## src/rtl/pc_fetch_unit_if.sv

```systemverilog
// Fetch-stage bus bundle: instruction-memory request/response plus the decode handshake.
// The fetch unit drives through the master modport; memory and decode sit on the slave side.
interface pc_fetch_unit_if #(
   parameter int XLEN = 32
);
   logic            imem_req_valid;
   logic            imem_req_ready;
   logic [XLEN-1:0] imem_addr;
   logic            imem_rsp_valid;
   logic [XLEN-1:0] imem_rsp_data;
   logic            if_valid;
   logic            if_ready;
   logic [XLEN-1:0] if_pc;
   logic [XLEN-1:0] if_instr;

   modport master (
      output imem_req_valid, imem_addr, if_valid, if_pc, if_instr,
      input  imem_req_ready, imem_rsp_valid, imem_rsp_data, if_ready
   );

   modport slave (
      input  imem_req_valid, imem_addr, if_valid, if_pc, if_instr,
      output imem_req_ready, imem_rsp_valid, imem_rsp_data, if_ready
   );
endinterface

```

## src/rtl/pc_fetch_unit.sv

```systemverilog
// Program counter and single-outstanding instruction fetch; a taken-branch redirect squashes
// whatever is in flight or held for decode and restarts fetch at the word-aligned target.
module pc_fetch_unit #(
   parameter int              XLEN     = 32,
   parameter logic [XLEN-1:0] RESET_PC = '0
) (
   input  logic            clk,
   input  logic            rst_n,
   input  logic            pc_src,
   input  logic [XLEN-1:0] branch_target,
   pc_fetch_unit_if.master bus
);

   typedef enum logic [1:0] {IDLE, REQ, WAIT, HOLD} state_t;

   state_t          state, state_next;
   logic [XLEN-1:0] pc, pc_next;
   logic [XLEN-1:0] if_pc_q, if_pc_next;
   logic [XLEN-1:0] if_instr_q, if_instr_next;
   logic            drop, drop_next;
   logic [XLEN-1:0] redirect_pc;

   assign redirect_pc        = {branch_target[XLEN-1:2], 2'b00};

   assign bus.imem_req_valid = (state == REQ);
   assign bus.imem_addr      = pc;
   // A redirect kills the held instruction in the same cycle so decode never takes it
   assign bus.if_valid       = (state == HOLD) && !pc_src;
   assign bus.if_pc          = if_pc_q;
   assign bus.if_instr       = if_instr_q;

   always_ff @(posedge clk or negedge rst_n) begin
      if (!rst_n) begin
         state      <= IDLE;
         pc         <= RESET_PC;
         drop       <= 1'b0;
         if_pc_q    <= '0;
         if_instr_q <= '0;
      end else begin
         state      <= state_next;
         pc         <= pc_next;
         drop       <= drop_next;
         if_pc_q    <= if_pc_next;
         if_instr_q <= if_instr_next;
      end
   end

   // drop marks an accepted request whose response belongs to the wrong path
   always_comb begin
      state_next    = state;
      pc_next       = pc;
      drop_next     = drop;
      if_pc_next    = if_pc_q;
      if_instr_next = if_instr_q;
      case (state)
         IDLE: begin
            state_next = REQ;
            if (pc_src) pc_next = redirect_pc;
         end
         REQ: begin
            if (pc_src) pc_next = redirect_pc;
            if (bus.imem_req_ready) begin
               state_next = WAIT;
               if (pc_src) drop_next = 1'b1;
            end
         end
         WAIT: begin
            if (pc_src) begin
               pc_next = redirect_pc;
               if (bus.imem_rsp_valid) begin
                  drop_next  = 1'b0;
                  state_next = REQ;
               end else begin
                  drop_next = 1'b1;
               end
            end else if (bus.imem_rsp_valid) begin
               if (drop) begin
                  drop_next  = 1'b0;
                  state_next = REQ;
               end else begin
                  if_instr_next = bus.imem_rsp_data;
                  if_pc_next    = pc;
                  pc_next       = pc + XLEN'(4);
                  state_next    = HOLD;
               end
            end
         end
         HOLD: begin
            if (pc_src) begin
               pc_next    = redirect_pc;
               state_next = REQ;
            end else if (bus.if_ready) begin
               state_next = REQ;
            end
         end
         default: state_next = IDLE;
      endcase
   end

endmodule
```

## src/flat_wrapper.sv

```systemverilog
// flat-port wrapper written by rule: the top's interface ports become plain ports
module pc_fetch_unit_flat 
#(
   parameter int              XLEN     = 32,
   parameter logic [XLEN-1:0] RESET_PC = '0
)
  (clk, rst_n, pc_src, branch_target, bus_imem_req_valid, bus_imem_addr, bus_if_valid, bus_if_pc, bus_if_instr, bus_imem_req_ready, bus_imem_rsp_valid, bus_imem_rsp_data, bus_if_ready);
  pc_fetch_unit_if #(.XLEN(XLEN)) bus_i ();
  input  logic clk;
  input  logic rst_n;
  input  logic pc_src;
  input  logic [XLEN-1:0] branch_target;
  output wire logic [$bits(bus_i.imem_req_valid)-1:0] bus_imem_req_valid;
  output wire logic [$bits(bus_i.imem_addr)-1:0] bus_imem_addr;
  output wire logic [$bits(bus_i.if_valid)-1:0] bus_if_valid;
  output wire logic [$bits(bus_i.if_pc)-1:0] bus_if_pc;
  output wire logic [$bits(bus_i.if_instr)-1:0] bus_if_instr;
  input wire logic [$bits(bus_i.imem_req_ready)-1:0] bus_imem_req_ready;
  input wire logic [$bits(bus_i.imem_rsp_valid)-1:0] bus_imem_rsp_valid;
  input wire logic [$bits(bus_i.imem_rsp_data)-1:0] bus_imem_rsp_data;
  input wire logic [$bits(bus_i.if_ready)-1:0] bus_if_ready;
  assign bus_imem_req_valid = bus_i.imem_req_valid;
  assign bus_imem_addr = bus_i.imem_addr;
  assign bus_if_valid = bus_i.if_valid;
  assign bus_if_pc = bus_i.if_pc;
  assign bus_if_instr = bus_i.if_instr;
  assign bus_i.imem_req_ready = bus_imem_req_ready;
  assign bus_i.imem_rsp_valid = bus_imem_rsp_valid;
  assign bus_i.imem_rsp_data = bus_imem_rsp_data;
  assign bus_i.if_ready = bus_if_ready;
  pc_fetch_unit #(.XLEN(XLEN), .RESET_PC(RESET_PC)) u_core (.clk(clk), .rst_n(rst_n), .pc_src(pc_src), .branch_target(branch_target), .bus(bus_i));
endmodule
```

## config.mk

```make
export PLATFORM = sky130hd
export DESIGN_NAME = pc_fetch_unit_flat
export DESIGN_NICKNAME = d
export VERILOG_FILES = /design/src/rtl/pc_fetch_unit_if.sv /design/src/rtl/pc_fetch_unit.sv /design/src/flat_wrapper.sv
export SDC_FILE = /design/constraint.sdc
export NUM_CORES = 1
export LEC_CHECK = 0
export CAP_MARGIN = 40
export CORE_MARGIN = 4
export CORE_UTILIZATION = 46
export CTS_BUF_LIST = sky130_fd_sc_hd__clkbuf_4
export DETAILED_ROUTE_END_ITERATION = 6
export PLACE_DENSITY = 0.89
export SYNTH_ARGS = -nofsm -noshare
export SYNTH_HDL_FRONTEND = slang
export SYNTH_SLANG_ARGS = --single-unit
```

## constraint.sdc

```tcl
create_clock -name clk -period 2.8 [get_ports clk]
set_clock_uncertainty 0.2 [all_clocks]
set_input_delay 0.56 -clock clk [delete_from_list [all_inputs] [get_ports clk]]
set_output_delay 0.56 -clock clk [all_outputs]
set_load 0.05 [all_outputs]
```

==> impl_metrics.py <==
metrics = {
    "status": {
        "status": "finished clean",
    },
    "sta": {
        "final.setup.tns_ps": 0,
        "hold-worst-slack_ps": 314,
        "drv_slew": 0,
        "rsz0062_at_grt": "no",
        "setup_viol": 0,
        "period_needed_ps": 2620,
        "finalCritPeriodShare": 0.935,
        "hold_viol": 0,
        "worst_slack_ps": 181,
        "worst_pin_slew_ps": 643,
        "slew_headroom": 0.567,
        "fmax_ghz": 0.382,
    },
    "cts": {
        "cts_sinks": 95,
        "clockBufferDepth": 2,
        "cts_buffers": 9,
        "clk_pin_slew_ps": 160,
        "clk_latency_ps": 430,
        "cts_tree": "built",
        "cts_root_buffer": "clkbuf_4",
        "htreeDepth": 3,
    },
    "final_layout": {
        "num-fill-cells": 680,
        "area_delta_synth_final_pct": 44.5,
        "drive_above_1_share": 0.175,
        "antenna_cells": 0,
        "final_nets": 630,
        "layout_common_cells": "clkdlybuf4s50_1 (158), dfrtp_1 (95), mux2_2 (59), nand2_1 (29), nor2_1 (24)",
        "layout_commonest_cell": "clkdlybuf4s50_1",
    },
    "critical_path": {
        "worstSetupStartpointType": "flop",
        "crit_arrival_ps": 1860,
        "cp_num_buf_inv": 1,
        "worstPathCellList": "clkdlybuf4s50_1",
        "cp_slowest_cell": "clkdlybuf4s50_1",
        "slowest_delay_ps": 880,
        "cp_max_fo": 8,
        "crit_type": "flop to output port",
        "reg2reg_slack_ps": 520,
        "cp-end-kind": "output port",
        "crit_family": "buffers and inverters",
        "required_ps": 2040,
    },
    "routing": {
        "drt-total-wl_mm": 12.3,
        "postRouteAntennaNets": 0,
        "drc": 0,
        "viasPerCell": 5.53,
        "first_pass_iters": 4,
        "num_vias": 3808,
        "first_iter_violations": 197,
        "wl_per_cell_um": 17.9,
    },
    "logic_synthesis": {
        "synth_top_area_share": 0.534,
        "synth_area_leaders": "dfrtp_1 (53%), mux2_2 (15%), nand2_1 (2.4%)",
        "ys_types": 55,
        "synth_edf_count": 0,
        "synth_flop_cell": "dfrtp_1",
        "ys_seq_elements": 95,
        "async_flop_share": 1.00,
        "syn_avg_cell_area_um2": 11.4,
        "ys_seq_area_frac": 0.534,
        "synth.largest_area_cell": "dfrtp_1",
        "synth_area_um2": 4450,
        "synthCells": 390,
        "ys_warn_count": 0,
    },
    "power": {
        "max-vdd-ir-drop_mv": 0.505,
        "power.leakage_uw": 0.00275,
        "power_density_nw_per_um2": 1010,
    },
    "placement": {
        "portBuffers": 161,
        "post-place-ws_ps": 235,
        "dp_hpwl_mm": 9.17,
        "finalWeightedCongestion": 0.827,
    },
    "global_routing": {
        "antenna_found_initial": 0,
        "grt_max_degree": 52,
        "grt.total_usage": 0.220,
        "first_global_vias": 4000,
        "grt-ovfl-total": 0,
        "grt_pass1_wl_mm": 20.1,
    },
    "die": {
        "dieArea_um2": 11300,
        "core_um2": 9330,
        "core.rowCount": 35,
        "io_pins": 168,
        "start_util": 0.477,
        "fp.dieW_um": 106,
        "fp.dieH_um": 106,
    },
    "flow_run": {
        "cap_violations": 0,
    },
    "min_path": {
        "hold_class": "flop to flop",
    },
}
[metal layers]
layer | wire, um | global-route usage
met1 | 4940 | 0.269
met2 | 6380 | 0.395
met3 | 817 | 0.0431
met4 | 194 | 0.0629
met5 | 0 | 0
[synthesized netlist by cell type, types with 4 or more instances]
cell       n
dfrtp_1   95
o22ai_1    6
ha_1       5
nor2_1    24
and3_1     6
nand2_1   29
a21oi_1   16
nand4_1   11
nor3_1     5
buf_2      8
a31oi_1    4
o21ai_0   21
mux2_2    59
inv_1      9
xor2_1     4
clkbuf_1   9
nand3_1   14
nor4_1     4
buf_4      6
[path summary, 6_finish.rpt]
path	startpoint	endpoint	cells past startpoint
max	u_core.bus.imem_addr[7]	bus_imem_addr[7]	1
min	u_core.bus.if_instr[25]	u_core.bus.if_instr[25]	1
max reg2reg	u_core.bus.imem_addr[2]	u_core.bus.imem_addr[14]	7
min reg2reg	u_core.bus.if_instr[25]	u_core.bus.if_instr[25]	1
max in group asynchronous	rst_n	u_core.bus.imem_addr[5]	3
min in group asynchronous	rst_n	u_core.bus.if_pc[14]	2
[registers in the layout (all words and copies together) (netlist names)]
name,cells
u_core.state,2
u_core.drop,1
u_core.bus.if_pc,30
u_core.bus.imem_addr,30
u_core.bus.if_instr,32
[repair_timing]
action                                  4_1_cts  5_1_grt
endpoints found under the hold margin        44        0
gates resized for setup                       1        0
hold buffers                                  1        0
endpoints found under the setup margin        1        0
setup buffers                                 0        0
[power breakdown]
| group | internal (uW) | leakage, uW | switching (uW) | total [uW] |
|---|---|---|---|---|
| Sequential | 1810 | 0.00121 | 355 | 2170 |
| Clock | 458 | 0.0000999 | 476 | 934 |
| Combinational | 1220 | 0.00144 | 2170 | 3380 |
[stage by stage]
stage	utilization	cells	total power, uW	area [um2]
floorplan	-	393	4330	4460
global placement	0.669	672	5500	6240
detailed placement	0.669	672	5600	6240
CTS	0.690	689	6540	6430
global route	0.690	689	6790	6430
finish	0.690	689	6490	6430
[logic make-up after synthesis]
group | Yosys count | share of synthesized area
AO/OA/AOI/OAI | 73 | 0.106
buffers and inverters | 34 | 0.0379
XOR/XNOR | 7 | 0.0138
multiplexers | 63 | 0.159
adder cells (fa/ha/maj) | 5 | 0.0140
other | 1 | 0.000842
AND/OR/NAND/NOR | 112 | 0.135
flip-flops | 95 | 0.534
[area by class of cell]
type	count	area, um2	area share
clock inverter	7	119	0.0185
clock buffer	9	67.6	0.0105
sequential	95	2380	0.369
multi-input combinational	264	1920	0.298
inverter	9	33.8	0.00525
tap	129	161	0.0251
timing repair buffer	176	1760	0.273
(Power assumes the default switching activity.)
